[src/rtl/lcd_char_driver.sv]
// HD44780 16x2 character LCD driver, 8-bit write-only: power-up init, then endless
// refresh of both lines from the character-list block via index/char_in.
module lcd_char_driver #(
    parameter int TICK_DIV      = 50000,
    parameter int POWERUP_SLOTS = 20,
    parameter int CLEAR_SLOTS   = 2
) (
    input  logic       clk,
    input  logic       rst,
    input  logic [7:0] char_in,
    output logic [4:0] index,
    output logic       lcd_rs,
    output logic       lcd_rw,
    output logic       lcd_e,
    output logic [7:0] lcd_data,
    output logic       init_done,
    output logic       frame_done
);

    localparam int CW = $clog2(TICK_DIV);
    localparam logic [CW-1:0] CNT_LAST = CW'(TICK_DIV - 1);
    localparam logic [CW-1:0] CNT_LOAD = CW'(2);
    localparam logic [CW-1:0] E_ON     = CW'(4);
    localparam logic [CW-1:0] E_OFF    = CW'(TICK_DIV / 2);
    localparam logic [15:0]   PWR_LAST = 16'(POWERUP_SLOTS - 1);
    localparam logic [15:0]   CLR_LAST = 16'(CLEAR_SLOTS - 1);
    localparam logic [15:0]   INIT_LAST = 16'd3;
    localparam logic [15:0]   LINE_LAST = 16'd15;

    typedef enum logic [2:0] {
        S_POWERUP  = 3'd0,
        S_INIT     = 3'd1,
        S_CLR_WAIT = 3'd2,
        S_ADDR1    = 3'd3,
        S_LINE1    = 3'd4,
        S_ADDR2    = 3'd5,
        S_LINE2    = 3'd6
    } state_t;

    state_t        state_q, state_d;
    logic [15:0]   sub_q, sub_d;
    logic [CW-1:0] cnt_q, cnt_d;
    logic [4:0]    index_q, index_d;
    logic          rs_q, rs_d;
    logic [7:0]    data_q, data_d;
    logic          e_q, e_d;
    logic          init_done_q, init_done_d;
    logic          frame_done_q, frame_done_d;

    logic          slot_end_s;
    logic          write_slot_s;
    logic          data_slot_s;
    logic [7:0]    cmd_byte_s;

    // State, slot timer and registered LCD-side outputs.
    always_ff @(posedge clk or negedge rst) begin
        if (!rst) begin
            state_q      <= S_POWERUP;
            sub_q        <= 16'd0;
            cnt_q        <= '0;
            index_q      <= 5'd0;
            rs_q         <= 1'b0;
            data_q       <= 8'h00;
            e_q          <= 1'b0;
            init_done_q  <= 1'b0;
            frame_done_q <= 1'b0;
        end else begin
            state_q      <= state_d;
            sub_q        <= sub_d;
            cnt_q        <= cnt_d;
            index_q      <= index_d;
            rs_q         <= rs_d;
            data_q       <= data_d;
            e_q          <= e_d;
            init_done_q  <= init_done_d;
            frame_done_q <= frame_done_d;
        end
    end

    // Next-state logic: slot timing within a slot, state sequencing at slot end.
    always_comb begin
        state_d      = state_q;
        sub_d        = sub_q;
        index_d      = index_q;
        rs_d         = rs_q;
        data_d       = data_q;
        init_done_d  = init_done_q;
        frame_done_d = 1'b0;
        cmd_byte_s   = 8'h00;

        slot_end_s   = (cnt_q == CNT_LAST);
        data_slot_s  = (state_q == S_LINE1) || (state_q == S_LINE2);
        write_slot_s = data_slot_s || (state_q == S_INIT) ||
                       (state_q == S_ADDR1) || (state_q == S_ADDR2);

        if (slot_end_s) begin
            cnt_d = '0;
        end else begin
            cnt_d = cnt_q + CW'(1);
        end

        case (state_q)
            S_INIT: begin
                case (sub_q[1:0])
                    2'd0:    cmd_byte_s = 8'h38;
                    2'd1:    cmd_byte_s = 8'h0C;
                    2'd2:    cmd_byte_s = 8'h06;
                    default: cmd_byte_s = 8'h01;
                endcase
            end
            S_ADDR1: cmd_byte_s = 8'h80;
            S_ADDR2: cmd_byte_s = 8'hC0;
            default: cmd_byte_s = 8'h00;
        endcase

        if (data_slot_s && (cnt_q == '0)) begin
            index_d = {(state_q == S_LINE2), sub_q[3:0]};
        end else begin
            index_d = index_q;
        end

        // char_in reflects the index set at cnt 0 by cnt 2 (one-clk list latency).
        if (write_slot_s && (cnt_q == CNT_LOAD)) begin
            rs_d   = data_slot_s;
            data_d = data_slot_s ? char_in : cmd_byte_s;
        end else begin
            rs_d   = rs_q;
            data_d = data_q;
        end

        e_d = write_slot_s && (cnt_d >= E_ON) && (cnt_d < E_OFF);

        if (slot_end_s) begin
            sub_d = sub_q + 16'd1;
            case (state_q)
                S_POWERUP: begin
                    if (sub_q == PWR_LAST) begin
                        state_d = S_INIT;
                        sub_d   = 16'd0;
                    end else begin
                        state_d = S_POWERUP;
                    end
                end
                S_INIT: begin
                    if (sub_q == INIT_LAST) begin
                        state_d = S_CLR_WAIT;
                        sub_d   = 16'd0;
                    end else begin
                        state_d = S_INIT;
                    end
                end
                S_CLR_WAIT: begin
                    if (sub_q == CLR_LAST) begin
                        state_d     = S_ADDR1;
                        sub_d       = 16'd0;
                        init_done_d = 1'b1;
                    end else begin
                        state_d = S_CLR_WAIT;
                    end
                end
                S_ADDR1: begin
                    state_d = S_LINE1;
                    sub_d   = 16'd0;
                end
                S_LINE1: begin
                    if (sub_q == LINE_LAST) begin
                        state_d = S_ADDR2;
                        sub_d   = 16'd0;
                    end else begin
                        state_d = S_LINE1;
                    end
                end
                S_ADDR2: begin
                    state_d = S_LINE2;
                    sub_d   = 16'd0;
                end
                S_LINE2: begin
                    if (sub_q == LINE_LAST) begin
                        state_d      = S_ADDR1;
                        sub_d        = 16'd0;
                        frame_done_d = 1'b1;
                        index_d      = 5'd0;
                    end else begin
                        state_d = S_LINE2;
                    end
                end
                default: begin
                    state_d = S_POWERUP;
                    sub_d   = 16'd0;
                end
            endcase
        end else begin
            state_d = state_q;
        end
    end

    assign index      = index_q;
    assign lcd_rs     = rs_q;
    assign lcd_rw     = 1'b0;
    assign lcd_e      = e_q;
    assign lcd_data   = data_q;
    assign init_done  = init_done_q;
    assign frame_done = frame_done_q;

endmodule

[config.mk]
export PLATFORM = sky130hd
export DESIGN_NAME = lcd_char_driver
export DESIGN_NICKNAME = d
export VERILOG_FILES = /design/src/rtl/lcd_char_driver.sv
export SDC_FILE = /design/constraint.sdc
export NUM_CORES = 1
export LEC_CHECK = 0
export ABC_AREA = 1
export CAP_MARGIN = 40
export CORE_MARGIN = 1.5
export CORE_UTILIZATION = 41
export CTS_CLUSTER_DIAMETER = 80
export CTS_CLUSTER_SIZE = 28
export DETAILED_ROUTE_END_ITERATION = 7
export SYNTH_ARGS = -nofsm -noshare
export SYNTH_HDL_FRONTEND = slang
export SYNTH_SLANG_ARGS = --single-unit
[constraint.sdc]
create_clock -name clk -period 2.1 [get_ports clk]
set_input_delay 0.42 -clock clk [delete_from_list [all_inputs] [get_ports clk]]
set_output_delay 0.42 -clock clk [all_outputs]
set_load 0.01 [all_outputs]
==> summary.txt, run 1 <==
Timing
  • Minimum period implied by the final worst setup slack: 1910 ps
  • Slew at the pin closest to its max-slew limit: 764 ps
  • Slew Limit Fails: 0
  • Worst relative slew slack: 48.7%
  • Summed negative setup slack over all endpoints: 0 ps
  • Post-Route Hold Slack: 54.5 ps
  • Tcrit/Tclk final: 90.9%
  • Number of hold violations in the final report: 0
  • Achievable clock frequency: 524 MHz
  • Final Skew: 18.4 ps
  • RSZ-0062 raised after global routing: no
  • Setup violation total in the final timing report: 0

Clock network
  • Buffer levels on the longest clock path: 2
  • Cts hold-fix bufs: 0
  • Clock tree from TritonCTS: done
  • Clock slew at reported path FFs: 110 ps
  • TritonCTS Buffers: 5
  • Count of clock tree sinks: 52
  • Clock network latency to the later pin of the worst-skew pair: 310 ps
  • Number of levels in the clock H-tree: 2
  • Post-CTS setup buffers: 0
  • Root buffer cell: sky130_fd_sc_hd__clkbuf_8

Routing
  • Highest routing layer actually used: met4
  • Initial DRC Count: 291
  • Total number of vias: 3057
  • Met2 WL: 3.56 mm
  • Routed Antenna Nets: 0
  • Routed wire per std cell: 14.0 µm
  • # DRC: 0
  • Metal1 wirelength: 4.35 mm
  • Met3 routed wirelength: 340 µm
  • Total detailed-routing wirelength: 8.34 mm
  • Number of vias per cell after detailed routing: 5.12
  • Drt pass-1 iters: 4

Layout
  • Number of nets in the layout: 512
  • Commonest cells after routing, fill and taps aside: 108 x sky130_fd_sc_hd__nand2_1, 68 x sky130_fd_sc_hd__inv_1, 58 x sky130_fd_sc_hd__nor2_1, 51 x sky130_fd_sc_hd__dfrtp_1, 39 x sky130_fd_sc_hd__nand3_1
  • Fillers: 780
  • Share of cells above drive strength 1: 8.89%
  • Final std cells w/o fill: 597
  • Antenna diode count: 0
  • Most common cell after layout, fill and taps aside: sky130_fd_sc_hd__nand2_1
  • Core Util, Final: 50.2%
  • Flip-flop and latch area: 1300 µm²
  • Post-synthesis to final-layout area growth: 17.6%
  • Area taken by multi-input logic gates: 1750 µm²

Power and ir drop
  • Proportion of power drawn by flip-flops and latches: 54.0%
  • Pleak: 0.00192 µW
  • Combinational group share of total power: 2.2%
  • Share of total power in the clock network: 43.8%
  • Internal Pwr Total: 1490 µW
  • Power density cells: 475 nW/µm²
  • Psw: 365 µW
  • Proportion of total power due to net switching: 19.7%
  • Max rail drop VDD: 298 µV

Synth
  • Share of the yosys chip area belonging to registers: 39.2%
  • Instance count of the mapped netlist: 457
  • Net count of the mapped netlist: 474
  • Number of distinct library cells after synthesis: 35
  • Seq cells post-synth: 52
  • Library cell with the largest summed area after synthesis: sky130_fd_sc_hd__dfrtp_1
  • Number of synthesis warnings: 0
  • Syn_area_per_cell: 7.26 µm²
  • Cell types with the largest area share after synthesis: sky130_fd_sc_hd__dfrtp_1 39%, sky130_fd_sc_hd__nand2_1 12%, sky130_fd_sc_hd__inv_1 7.7%
  • Share of synthesized flip-flops with an asynchronous set or reset: 100%
  • Number of synthesized flops with an enable pin: 0
  • Summed instance area of the synthesized netlist: 3320 µm²
  • Predominant post-synthesis flop cell: sky130_fd_sc_hd__dfrtp_1
  • Post-synth top area share: 39.2%

Critical path
  • Largest fanout of any net on the critical path: 10
  • Startpoint type of the worst setup path: flip-flop
  • CP peak stage delay: 410 ps
  • Cell chain of the critical path: ha_1 > nand3_2 > nor2_2 > nand2_4 > inv_1 > nand4_1 > nor2_1 > xor2_1 > nor2_1
  • Critical path class: reg2reg
  • Kind of end point of the critical path: flip-flop
  • Arrival @ worst endpoint: 2110 ps
  • Most common cell type on the critical path: sky130_fd_sc_hd__nor2_1
  • Worst EP required: 2300 ps
  • Max stage delay cell, worst path: sky130_fd_sc_hd__dfrtp_1

Global routing
  • Global-route wire length before repair: 14.0 mm
  • Total congestion overflow after global routing: 0
  • Largest net degree at the start of global routing: 34
  • Via count of the first global-routing pass: 2820
  • Total global-route track usage: 20.4%
  • Number of antenna violations at the first check in global routing: 0

Floorplanning
  • Area of the die: 8640 µm²
  • Height of the die: 92.9 µm
  • Placeable Area: 7770 µm²
  • Total number of placement rows: 32
  • I/O Pins: 28
  • Initial Utilization: 42.7%
  • Horiz. Die Dim: 92.9 µm

Outcome
  • Outcome: finished clean

Worst hold path
  • Worst Hold Class: in2async

Placement
  • Placed wire-length estimate: 6.36 mm
  • Number of instances in the placed design: 589
  • Routability-driven placement congestion ratio: 0.920
  • PortBufs: 26

Run
  • Max cap viols: 0
## state kept, by name, summed over array words and instances, names as in the netlist, 3 cells and up
signal	flops
state_q	3
sub_q	16
cnt_q	16
lcd_data	8
index	5
## critical path, delay by kind of cell (launching register included)
family / cells / cell delay [ps]
xor gates and xnor gates: 1 / 160
adders and majority gates: 1 / 250
buffers and inverters: 1 / 170
DFF: 1 / 410
and+or+nand+nor: 6 / 800
## power by group through the flow
stage               Sequential [µW]  Combinational, µW  Clock (µW)
CTS                            1000               43.8         833
floorplan                      1020               2.16           0
detailed placement             1020               43.3           0
global placement               1020               43.2           0
global route                   1000               47.2         877
finish                         1000               41.6         811
## per-stage QoR
| step | setup slack [ps] | instance area (µm²) | total power, µW |
|---|---|---|---|
| finish | 191 | 3900 | 1850 |
| global route | 2.94 | 3900 | 1920 |
| CTS | 90.6 | 3870 | 1880 |
| detailed placement | 130 | 3740 | 1060 |
| global placement | 257 | 3740 | 1060 |
| floorplan | 419 | 3320 | 1020 |
## final cells by class
cell class / count / area share [%]
multi-input cells: 332 / 44.8
clock inverters: 2 / 1.54
flip-flops and latches: 52 / 33.4
repair buffers: 35 / 8.60
inverters: 69 / 6.64
clock buffers: 5 / 1.76
well taps: 102 / 3.27
## cell usage after synthesis (all sizes together) (2+ instances only)
library cell / n
nand4: 15
nand3: 41
a22oi: 3
ha: 7
nor3: 19
buf: 5
a21oi: 11
inv: 69
nand2: 112
nor4: 2
o21ai: 32
nor2: 66
dfrtp: 52
xor2: 15
o211ai: 2
## path summary, 6_finish.rpt
path | from | endpoint | slack, ps | cells past startpoint
setup reg to reg | cnt_q[1]$_DFF_PN0_ | sub_q[15]$_DFFE_PN0N_ | 190 | 9
max in group asynchronous | rst | state_q[0]$_DFFE_PN0N_ | 1480 | 2
setup / recovery | cnt_q[1]$_DFF_PN0_ | sub_q[15]$_DFFE_PN0N_ | 190 | 9
hold reg to reg | init_done$_DFFE_PN0P_ | init_done$_DFFE_PN0P_ | 490 | 1
hold / removal | rst | cnt_q[13]$_DFF_PN0_ | 50 | 1
min in group clk | init_done$_DFFE_PN0P_ | init_done$_DFFE_PN0P_ | 490 | 1
## what timing repair did
item / CTS / global route
resized for setup: 0 / 4
setup endpoints to repair: 0 / 9
endpoints found under the hold margin: 0 / 0
## metal layers
layer | up-vias | track usage [%]
li1 | 1536 | -
met1 | 1447 | 31.7
met2 | 66 | 30.2
met3 | 8 | 2.46
met4 | 0 | 4.29
met5 | - | 0
## kinds of logic after synthesis
| group | synth area share, % |
|---|---|
| buf+inv | 8.83 |
| flops | 39.2 |
| xor+xnor | 4.45 |
| fa+ha+maj | 2.64 |
| other cells | 0.113 |
| simple gates | 36.4 |
| compound gates | 8.34 |
Power figures use the tool's default switching activity.
==> run 2, diff against run 1 <==
--- a/config.mk
+++ b/config.mk
@@ -10,7 +10,6 @@
 export CORE_MARGIN = 1.5
 export CORE_UTILIZATION = 41
 export CTS_CLUSTER_DIAMETER = 80
-export CTS_CLUSTER_SIZE = 28
 export DETAILED_ROUTE_END_ITERATION = 7
 export SYNTH_ARGS = -nofsm -noshare
 export SYNTH_HDL_FRONTEND = slang
==> results of run 2 <==
Same layout as run 1: the final DEF is identical, and so are final timing and power.
